**config.mk**
```make
export PLATFORM = sky130hd
export DESIGN_NAME = door_lock_ctrl
export DESIGN_NICKNAME = d
export VERILOG_FILES = /design/src/rtl/game_pkg.sv /design/src/rtl/lockout_timer.sv /design/src/rtl/door_lock_ctrl.sv
export SDC_FILE = /design/constraint.sdc
export NUM_CORES = 1
export LEC_CHECK = 0
export CORE_MARGIN = 2
export CORE_UTILIZATION = 63
export DETAILED_ROUTE_END_ITERATION = 8
export PLACE_DENSITY_LB_ADDON = 0.2
export SLEW_MARGIN = 10
export SYNTH_ARGS = -nofsm -noshare
export SYNTH_HDL_FRONTEND = slang
export SYNTH_HIERARCHICAL = 1
export SYNTH_SLANG_ARGS = --single-unit
export TNS_END_PERCENT = 30
```
**constraint.sdc**
```tcl
create_clock -name clk -period 7.2 [get_ports clk]
set_clock_uncertainty 0.05 [all_clocks]
set_input_delay 0.72 -clock clk [delete_from_list [all_inputs] [get_ports clk]]
set_output_delay 0.72 -clock clk [all_outputs]
set_load 0.05 [all_outputs]
```
**src/rtl/game_pkg.sv**
```systemverilog
// game_pkg: game state encodings, keypad codes and the door-lock FSM state type.
package game_pkg;
  localparam logic [3:0] ST_TITLE    = 4'd0;
  localparam logic [3:0] ST_STAFF    = 4'd1;
  localparam logic [3:0] ST_STAGE1   = 4'd2;
  localparam logic [3:0] ST_SUCCESS1 = 4'd3;
  localparam logic [3:0] ST_STAGE2   = 4'd4;
  localparam logic [3:0] ST_SUCCESS2 = 4'd5;
  localparam logic [3:0] ST_STAGE3   = 4'd6;
  localparam logic [3:0] ST_SUCCESS3 = 4'd7;
  localparam logic [3:0] ST_FAIL     = 4'd8;
  localparam logic [3:0] KEY_CLEAR   = 4'd10;
  localparam logic [3:0] KEY_ENTER   = 4'd11;
  typedef enum logic [2:0] {IDLE, ENTRY, CHECK, OPEN, LOCKOUT} lock_state_t;
endpackage

```
**src/rtl/lockout_timer.sv**
```systemverilog
// lockout_timer: counts 0..CYCLES-1 after start; done is high on the terminal count.
module lockout_timer #(
  parameter int CYCLES = 8
) (
  input  logic clk,
  input  logic rst,
  input  logic start,
  input  logic clr,
  output logic done
);
  localparam int W = CYCLES > 1 ? $clog2(CYCLES) : 1;
  logic [W-1:0] cnt;
  logic run;
  assign done = run && cnt == W'(CYCLES - 1);
  always_ff @(posedge clk) begin
    if (rst || clr) begin
      run <= 1'b0;
      cnt <= '0;
    end else if (start) begin
      run <= 1'b1;
      cnt <= '0;
    end else if (run) begin
      run <= !done;
      cnt <= done ? '0 : cnt + 1'b1;
    end
  end
endmodule

```
**src/rtl/door_lock_ctrl.sv**
```systemverilog
// door_lock_ctrl: keypad code entry for the STAGE1 door with retry limit and timed lockout.
module door_lock_ctrl
  import game_pkg::*;
#(
  parameter logic [15:0] CODE           = 16'h2048,
  parameter int          MAX_TRIES      = 3,
  parameter int          LOCKOUT_CYCLES = 100_000_000
) (
  input  logic       clk,
  input  logic       rst,
  input  logic [3:0] state,
  input  logic       key_valid,
  input  logic [3:0] key_code,
  output logic       isLocked,
  output logic       door_open_pulse,
  output logic       wrong_pulse,
  output logic [2:0] digit_cnt,
  output logic       lockout
);
  localparam int TW = $clog2(MAX_TRIES + 1);
  lock_state_t fsm, fsm_n;
  logic [15:0] buffer, buffer_n;
  logic [2:0] cnt_n;
  logic [TW-1:0] tries, tries_n, tries_inc;
  logic open_n, wrong_n, done, start, clr;
  assign clr = state != ST_STAGE1;
  assign start = fsm == CHECK && fsm_n == LOCKOUT;
  assign tries_inc = tries == TW'(MAX_TRIES) ? tries : tries + 1'b1;
  lockout_timer #(.CYCLES(LOCKOUT_CYCLES)) u_timer (
    .clk(clk), .rst(rst), .start(start), .clr(clr), .done(done)
  );
  always_comb begin
    fsm_n = fsm;
    buffer_n = buffer;
    cnt_n = digit_cnt;
    tries_n = tries;
    open_n = 1'b0;
    wrong_n = 1'b0;
    if (clr) begin
      fsm_n = IDLE;
      buffer_n = '0;
      cnt_n = '0;
      tries_n = '0;
    end else begin
      case (fsm)
        IDLE: fsm_n = ENTRY;
        ENTRY: if (key_valid) begin
          if (key_code <= 4'd9 && digit_cnt < 3'd4) begin
            buffer_n = {buffer[11:0], key_code};
            cnt_n = digit_cnt + 3'd1;
          end else if (key_code == KEY_CLEAR) begin
            buffer_n = '0;
            cnt_n = '0;
          end else if (key_code == KEY_ENTER && digit_cnt == 3'd4) begin
            fsm_n = CHECK;
          end
        end
        CHECK: if (buffer == CODE) begin
          fsm_n = OPEN;
          open_n = 1'b1;
        end else begin
          wrong_n = 1'b1;
          tries_n = tries_inc;
          buffer_n = '0;
          cnt_n = '0;
          fsm_n = tries_inc == TW'(MAX_TRIES) ? LOCKOUT : ENTRY;
        end
        LOCKOUT: if (done) begin
          fsm_n = ENTRY;
          tries_n = '0;
        end
        default: ;
      endcase
    end
  end
  always_ff @(posedge clk) begin
    if (rst) begin
      fsm <= IDLE;
      buffer <= '0;
      tries <= '0;
      digit_cnt <= '0;
      isLocked <= 1'b1;
      door_open_pulse <= 1'b0;
      wrong_pulse <= 1'b0;
      lockout <= 1'b0;
    end else begin
      fsm <= fsm_n;
      buffer <= buffer_n;
      tries <= tries_n;
      digit_cnt <= cnt_n;
      isLocked <= fsm_n != OPEN;
      door_open_pulse <= open_n;
      wrong_pulse <= wrong_n;
      lockout <= fsm_n == LOCKOUT;
    end
  end
endmodule
```
Yosys cells after proc, flatten, opt, wreduce, memory -nomap -nowiden
Index checks and enable logic that the tools add are counted.
Operators by class
  reductions and logical operators: 14
  magnitude comparators: 2
  eq/ne operators: 17
  add/subtract/negate cells: 3
  multiplexer cells: 28
  bitwise operators: 1
Operator list (count)
  16-bit two-way mux: 4
  3-bit two-way mux: 12
  16-bit case mux with 2 select lines: 1
  27-bit by 1-bit adder with 27-bit output (second input constant): 1
  27-bit == test (second input constant): 1
  27-bit two-way mux: 1
  16-bit by 14-bit == test with 1-bit output (second input constant): 1
  3-bit case mux with 4 select lines: 1
  3-bit == test (second input constant): 3
  4-bit == test (second input constant): 2
  2-bit two-way mux: 3
  3-bit case mux with 2 select lines: 1
  2-bit == test (second input constant): 2
  4-bit less-or-equal comparator (second input constant): 1
  1-bit logical AND: 4
  1-bit two-way mux: 4
  2-bit inequality test (second input constant): 2
  4-bit by 2-bit inequality test with 1-bit output (second input constant): 1
  2-bit case mux with 2 select lines: 1
  4-bit AND reduction: 1
  2-bit nonzero test: 2
  2-bit OR reduction: 2
  3-bit by 1-bit adder with 3-bit output (second input constant): 1
  3-bit by 1-bit == test with 1-bit output (second input constant): 1
  12 further kinds: 12
Word-level totals
  input port bits: 11
  output and inout port bits: 7
  bits in registers: 56
  logic and storage cells: 75

Longest topological paths before layout
Gate-level depths: netlist (run 1).
  depth in word-level cells: 11
  mapped depth: 11
  mapped depth without buffers: 10

By module
The synthesis (run 1) kept the hierarchy.
By module, submodules not included
  lockout_timer: sequential area each 560.5 µm², area each 1396.3 µm², cells each 164, instances 1
  door_lock_ctrl: sequential area each 560.5 µm², area each 1360.1 µm², cells each 151, instances 1

Worst setup path before layout (run 1)
No wires, ideal clock.
  path type: register to register
  start point: register u_timer.cnt[17]
  end point: register u_timer.cnt[23]
  cell stages (with the launch flop): 12
  path buffers: 1
  arrival: 2.376 ns
  slack: 4.710 ns
  data required time: 7.086 ns
  period minus slack after synthesis: 2.490 ns
  setup time: 0.064 ns
  cell sequence: dfxtp_1 -> nand4bb_1 -> nor4_2 -> nand4_2 -> nor3_1 -> nand2_1 -> a32oi_1 -> nor3_1 -> nor3_1 -> o21ai_4 -> buf_6 -> nor2_1
Between the ends
  longest elaborated chain between the ends: 8
  elaborated cells between the ends (all ways): 10
  classes of those cells: 1 x add/sub; 2 x eq/ne; 4 x mux; 3 x reduce/logical
Ends and longest elaborated chain
  start, declared: RTL line lockout_timer.sv:12  | logic [W-1:0] cnt;
  start signal, assigned: RTL line lockout_timer.sv:24  | cnt <= done ? '0 : cnt + 1'b1;
  27-bit == test: RTL line lockout_timer.sv:14  | assign done = run && cnt == W'(CYCLES - 1);
  1-bit logical AND: RTL line lockout_timer.sv:14
  net done: RTL line door_lock_ctrl.sv:25  | logic open_n, wrong_n, done, start, clr;
  3-bit two-way mux: RTL line door_lock_ctrl.sv:68  | LOCKOUT: if (done) begin
  3-bit case mux with 4 select lines: RTL line door_lock_ctrl.sv:45  | case (fsm)
  3-bit two-way mux: RTL line door_lock_ctrl.sv:39  | if (clr) begin
  3-bit == test: RTL line door_lock_ctrl.sv:27  | assign start = fsm == CHECK && fsm_n == LOCKOUT;
  1-bit logical AND: RTL line door_lock_ctrl.sv:27
  net start: RTL line door_lock_ctrl.sv:25
  2-bit OR reduction (no line)
The timed path passes the listed nets, and every way through them passes these cells.
A chain may end at the register's enable or synchronous reset.

Worst setup path in the final report (run 1)
  start point: register u_timer.cnt[17]
  end point: register u_timer.cnt[3]
The elaborated chain is that of the path after synthesis.

==> results of run 1 <==
## cell usage after synthesis, drive strengths merged, types with 2 or more instances
library cell | instances | share of area, %
and4 | 5 | 1.6
nor4b | 3 | 0.95
mux2i | 18 | 6.5
o211ai | 4 | 1.1
xnor2 | 13 | 4.1
nor4 | 10 | 3.5
or3 | 2 | 0.45
ha | 3 | 1.4
nand3 | 27 | 4.9
nand2 | 35 | 4.9
and2 | 3 | 0.68
clkbuf | 6 | 0.82
xor2 | 8 | 2.5
a21oi | 10 | 1.8
o2bb2ai | 2 | 0.64
nand3b | 3 | 0.82
nor3 | 10 | 2.0
and4b | 2 | 0.73
o21ai | 4 | 1.1
dfxtp | 56 | 41
nand4 | 13 | 3.7
a221oi | 2 | 0.64
a211oi | 2 | 0.54
nand2b | 4 | 0.91
buf | 12 | 3.0
inv | 10 | 1.4
or2 | 4 | 0.91
nor2 | 33 | 4.5
## per-layer routing
metal  vias to the layer above  global-route usage [%]  routed length [um]
li1                       1126                       -                   -
met1                      1041                   30.27                2475
met2                        37                   38.94                2616
met3                        10                   4.618                 155
met4                         0                   7.906                  89
met5                         -                       0                   0
## area by class of cell
cell class              count  area [um2]  share of cell area [%]
multi-input cells         231        1496                   49.73
flip-flops and latches     56        1121                   37.26
repair buffers             18       177.7                   5.904
clock buffers               5       68.82                   2.287
well taps                  52       65.06                   2.162
clock inverters             3       42.54                   1.414
inverters                  10       37.54                   1.247
## kinds of logic after synthesis
| family | Yosys count | synth area share (%) |
|---|---|---|
| and+or+nand+nor | 159 | 32.05 |
| DFF | 56 | 40.67 |
| AOI/OAI and AO/OA | 30 | 7.581 |
| buffers and inverters | 28 | 5.129 |
| xor gates and xnor gates | 21 | 6.673 |
| muxes | 18 | 6.536 |
| adders and majority gates | 3 | 1.362 |
## layout by cell type (no fill, tap or decap), types with 2 or more instances in the layout
cell / Yosys / routed
dfxtp_1: 56 / 56
nand2_1: 34 / 34
nor2_1: 33 / 32
nand3_1: 27 / 27
mux2i_1: 18 / 18
clkdlybuf4s50_1: 0 / 17
xnor2_1: 13 / 13
nand4_1: 11 / 11
inv_1: 10 / 10
a21oi_1: 10 / 10
nor3_1: 9 / 9
xor2_1: 8 / 8
nor4_1: 6 / 6
clkbuf_8: 0 / 5
and4_1: 5 / 5
nand2b_1: 4 / 4
o211ai_1: 4 / 4
nor4b_1: 3 / 3
nand3b_1: 3 / 3
o21ai_0: 3 / 3
and2_1: 3 / 3
ha_1: 3 / 3
nor4_2: 3 / 3
or2_1: 2 / 2
or2_0: 2 / 2
a221oi_1: 2 / 2
o2bb2ai_1: 2 / 2
and4b_1: 2 / 2
a211oi_1: 2 / 2
or3_1: 2 / 2
## state kept, by name, summed over array words and instances (netlist names)
signal           cells
buffer              16
digit_cnt            3
door_open_pulse      1
fsm                  3
isLocked             1
lockout              1
tries                2
u_timer/cnt         27
u_timer/run          1
wrong_pulse          1
## worst paths after layout
kind / from / end
hold reg to reg: buffer[13]$_SDFFE_PP0P_ / buffer[13]$_SDFFE_PP0P_
hold / removal: buffer[13]$_SDFFE_PP0P_ / buffer[13]$_SDFFE_PP0P_
setup reg to reg: u_timer/cnt[17]$_SDFFE_PP0P_ / u_timer/cnt[3]$_SDFFE_PP0P_
setup / recovery: u_timer/cnt[17]$_SDFFE_PP0P_ / u_timer/cnt[3]$_SDFFE_PP0P_
## worst reg2reg max path: stages (launching register included)
cell       delay [ns]
dfxtp_1          0.38
nand4bb_1        0.22
nor4_2           0.19
nand4_2          0.30
nor3_1           0.45
nand2_1          0.09
a32oi_1          0.34
nor3_1           0.13
nor3_1           0.37
o21ai_4          0.26
nor2_1           0.16
## per-stage QoR
step                      std cells  hold WS, ns  setup slack [ns]  instance area [um2]  utilization, %
after global placement          367       0.3918             4.001                 2895           67.42
after floorplan                 315       0.3833             4.710                 2756               -
after CTS                       375       0.4204             4.210                 3007           70.02
final                           375       0.4166             4.197                 3009           70.08
after detailed placement        367       0.4058             3.948                 2895           67.42
after global routing            375       0.4526             3.931                 3009           70.08
## power by group
group | switching, mW | internal, mW | total [mW]
Sequential | 0.000183 | 0.310 | 0.310
Clock | 0.103 | 0.103 | 0.206
Combinational | 0.00614 | 0.00668 | 0.0128
==> impl_metrics.tcl, run 1 <==
set metrics [dict create \
    antenna_found_initial 0 \
    tns_ns 0 \
    track_usage_pct 23.33 \
    drt-total-wl_mm 5.337 \
    grt_pass1_wl_mm 9.349 \
    synth_flop_cell "dfxtp_1" \
    netlist_instances 315 \
    drc 0 \
    dieArea_um2 4920 \
    ant_nets 0 \
    finalCritPeriodShare_pct 41.70 \
    root_buffer "clkbuf_8" \
    nets 336 \
    dpl.hpwl_mm 3.701 \
    cts_tree "yes" \
    crit_path_start_kind "flop" \
    cts.repair.resized 0 \
    drive_above_1_share_pct 6.192 \
    numCtsBuffers 5 \
    vdd_drop_max_uv 101.9 \
    crit_required_ns 7.40 \
    cp_max_fo 18 \
    synth_fp_nets 329 \
    finalHoldViolations 0 \
    post-route-min-period_ns 3.003 \
    io_buffers 17 \
    synth.ff_latch_count 56 \
    setup.worst_path.class "flop to flop" \
    vias 2214 \
    reg2regPathDepth 10 \
    max_freq_mhz 333.0 \
    synthDistinctLibCells 50 \
    run_status "completed" \
    critPathCaptureType "flop" \
    clk_latency_ns 0.31 \
    cts_hold_buf 0 \
    arrival_ns 3.20 \
    cp_top_family "simple AND/OR/NAND/NOR gates" \
    core-area_um2 4294 \
    nFillCells 350 \
    wl_per_cell_um 14.23 \
    n_antenna_cell 0 \
    overflow 0 \
    r2r_slack_ns 4.20 \
    hold_class "flop to flop" \
    max_cap_viol_count 0 \
    ys_seq_area_share_pct 40.67 \
    synth_edf_count 0 \
    path_depth 10 \
    worst_pin_slew_ns 0.9449 \
    rsz0062_at_grt "false" \
    cpPeakStageDelay_ns 0.45 \
    relSlewSlack_pct 36.53 \
    path_cells "nand4bb_1 -> nor4_2 -> nand4_2 -> nor3_1 -> nand2_1 -> a32oi_1 -> nor3_1 -> nor3_1 -> o21ai_4 -> nor2_1" \
    dr.pass1.iters 4 \
    slowest_stage "nor3_1" \
    initial_core_util_pct 64.19 \
    async_flop_share_pct 0 \
    clk_pin_slew_ns 0.10 \
    ys_warn_count 6 \
    dieHeight_um 70.15 \
    dieWidth_um 70.15 \
    grt_pass1_vias 2072 \
    grt_max_degree 27 \
    pwr_density_cell_nw_per_um2 175.7 \
    setup_viol 0 \
    htree_levels 2 \
    syn_to_final_growth_pct 9.169 \
    avgSynthCellArea_um2 8.750 \
    io_pins 18 \
    via_per_inst 5.904 \
    crit_buf_inv 0 \
    slew_violations 0 \
    finalPower_mw 0.5288 \
    first_iter_violations 146 \
    whs_path_depth 2 \
    place.gp.congestion 0.8450 \
    crit_top_cell "nor3_1" \
    cts.path.max_buffers 2 \
    num_rows 24 \
    postCtsSetupBuffers 0 \
    p_leak_nw 0.9747 \
    clock_sinks 56 \
    netlist_area_um2 2756 \
]
Power figures use the tool's default switching activity.
==> run 2, diff against run 1 <==
Settings changed: CORE_UTILIZATION 63 to 53.
Clock period 7.2 ns to 2.6 ns, I/O delays scaled along.
==> impl_metrics.tcl, run 2 (synthesis results as in run 1) <==
set metrics [dict create \
    initial_core_util_pct 54.31 \
    cts.path.max_buffers 2 \
    ant_nets 0 \
    drc 0 \
    clk_latency_ns 0.31 \
    final_common_cell "dfxtp_1" \
    io_buffers 17 \
    cp_max_fo 8 \
    dieHeight_um 76.12 \
    crit_required_ns 2.79 \
    setup_viol 0 \
    vdd_drop_max_uv 292.2 \
    min_from "buffer[13]$_SDFFE_PP0P_" \
    arrival_ns 2.59 \
    nets 346 \
    core-area_um2 5075 \
    reg2regPathDepth 9 \
    dr.pass1.iters 4 \
    vias 2263 \
    drive_above_1_share_pct 9.009 \
    crit_path_start_kind "flop" \
    root_buffer "clkbuf_8" \
    tns_ns 0 \
    pwr_density_cell_nw_per_um2 446.4 \
    num_rows 26 \
    fin_ws_ns 0.1995 \
    fin_cells 403 \
    htree_levels 2 \
    antenna_found_initial 0 \
    clk_pin_slew_ns 0.09 \
    rsz0062_at_grt "false" \
    numCtsBuffers 5 \
    critPathCaptureType "flop" \
    r2r_slack_ns 0.20 \
    largest_register "u_timer/cnt" \
    max_cap_viol_count 0 \
    via_per_inst 5.615 \
    io_pins 18 \
    cts_tree "yes" \
    dpl.cell_count 395 \
    place_ws_ns 0.1599 \
    whs_path_depth 2 \
    p_leak_nw 1.028 \
    finalPower_mw 1.385 \
    grt_max_degree 21 \
    relSlewSlack_pct 48.99 \
    min_to "buffer[13]$_SDFFE_PP0P_" \
    reg_top3 "u_timer/cnt x27, buffer x16" \
    drt-total-wl_mm 5.555 \
    final_cell_mix "dfxtp_1, nand2_1, nor2_1" \
    setup.worst_path.class "flop to flop" \
    slew_violations 0 \
    finalHoldViolations 0 \
    hold_class "flop to flop" \
    wl_per_cell_um 13.78 \
    placed_cell_area_um2 3005 \
    dieWidth_um 76.12 \
    overflow 0 \
    cts_hold_buf 0 \
    dieArea_um2 5793 \
    post-route-min-period_ns 2.401 \
    r2r-start "u_timer/cnt[11]$_SDFFE_PP0P_" \
    design_area_um2 3103 \
    dpl.hpwl_mm 3.875 \
    nFillCells 497 \
    n_antenna_cell 0 \
    worst_pin_slew_ns 0.7582 \
    grt_pass1_wl_mm 10.05 \
    run_status "completed" \
    finalCritPeriodShare_pct 92.33 \
    place.gp.congestion 0.8421 \
    max_freq_mhz 416.6 \
    grt_pass1_vias 2243 \
    track_usage_pct 20.96 \
    first_iter_violations 159 \
    clock_sinks 56 \
    syn_to_final_growth_pct 12.57 \
    r2r-end "u_timer/cnt[12]$_SDFFE_PP0P_" \
    largest_reg_flops 27 \
]
run 2: cell types whose count changed in the layout (fill, tap and decap cells not counted), sizes merged:
cell / previous run / this run
bufinv: 1 / 0
clkbuf: 5 / 6
buf: 1 / 11
clkinv: 1 / 2
clkinvlp: 1 / 0
run 2: stage by stage:
stage / utilization (%) / hold slack, ns
2_1_floorplan: - / 0.2816
3_3_place_gp: 59.22 / 0.3946
3_5_place_dp: 59.22 / 0.4068
4_1_cts: 61.05 / 0.4235
5_1_grt: 61.14 / 0.4454
6_report: 61.14 / 0.4209
run 2: area by class of cell:
| type | instances | area [um2] | area share [%] |
|---|---|---|---|
| tap | 70 | 87.58 | 2.823 |
| clock buffer | 6 | 82.58 | 2.661 |
| sequential | 56 | 1121 | 36.13 |
| multi-input combinational | 231 | 1499 | 48.31 |
| inverter | 10 | 37.54 | 1.210 |
| clock inverter | 2 | 10.01 | 0.3226 |
| timing repair buffer | 28 | 265.3 | 8.548 |
run 2: worst max-delay path, cell delays in order (launching register included):
cell and delay (ns):
dfxtp_1 0.35, nand4bb_1 0.20, nor4_2 0.22, nand4_2 0.16
nor3_1 0.29, nand2_1 0.09, a32oi_1 0.21, nor3_1 0.12
or3_1 0.48, nor2_1 0.17
run 2: repair_timing:
| action | 4_1_cts | 5_1_grt |
|---|---|---|
| buffers inserted | 0 | 0 |
| resized for setup | 0 | 1 |
| setup endpoints to repair | 0 | 18 |
| endpoints found under the hold margin | 0 | 0 |
run 2: power by group:
group / internal, mW / leakage, nW / switching [mW]
registers: 0.857 / 0.451 / 0.000459
clock network: 0.213 / 0.0510 / 0.278
logic: 0.0193 / 0.526 / 0.0165
total: 1.09 / 1.03 / 0.295
run 2: worst max-delay path by stage:
stage                                 startpoint                           end  slack (ns)  depth (start not counted)
floorplan           u_timer/cnt[17]$_SDFFE_PP0P_  u_timer/cnt[23]$_SDFFE_PP0P_        0.11                         11
global placement                        state[0]  u_timer/cnt[12]$_SDFFE_PP0P_        0.30                          5
detailed placement  u_timer/cnt[11]$_SDFFE_PP0P_  u_timer/cnt[11]$_SDFFE_PP0P_        0.16                         10
CTS                 u_timer/cnt[11]$_SDFFE_PP0P_  u_timer/cnt[11]$_SDFFE_PP0P_        0.12                         10
global route        u_timer/cnt[11]$_SDFFE_PP0P_   u_timer/cnt[4]$_SDFFE_PP0P_       0.009                          9
finish              u_timer/cnt[11]$_SDFFE_PP0P_  u_timer/cnt[12]$_SDFFE_PP0P_        0.20                          9
run 2: metal layers:
layer | wire length, um | track usage (%) | up-vias
li1 | - | - | 1143
met1 | 2547 | 26.68 | 1064
met2 | 2694 | 35.00 | 50
met3 | 247 | 4.265 | 6
met4 | 65 | 8.364 | 0
met5 | 0 | 0 | -
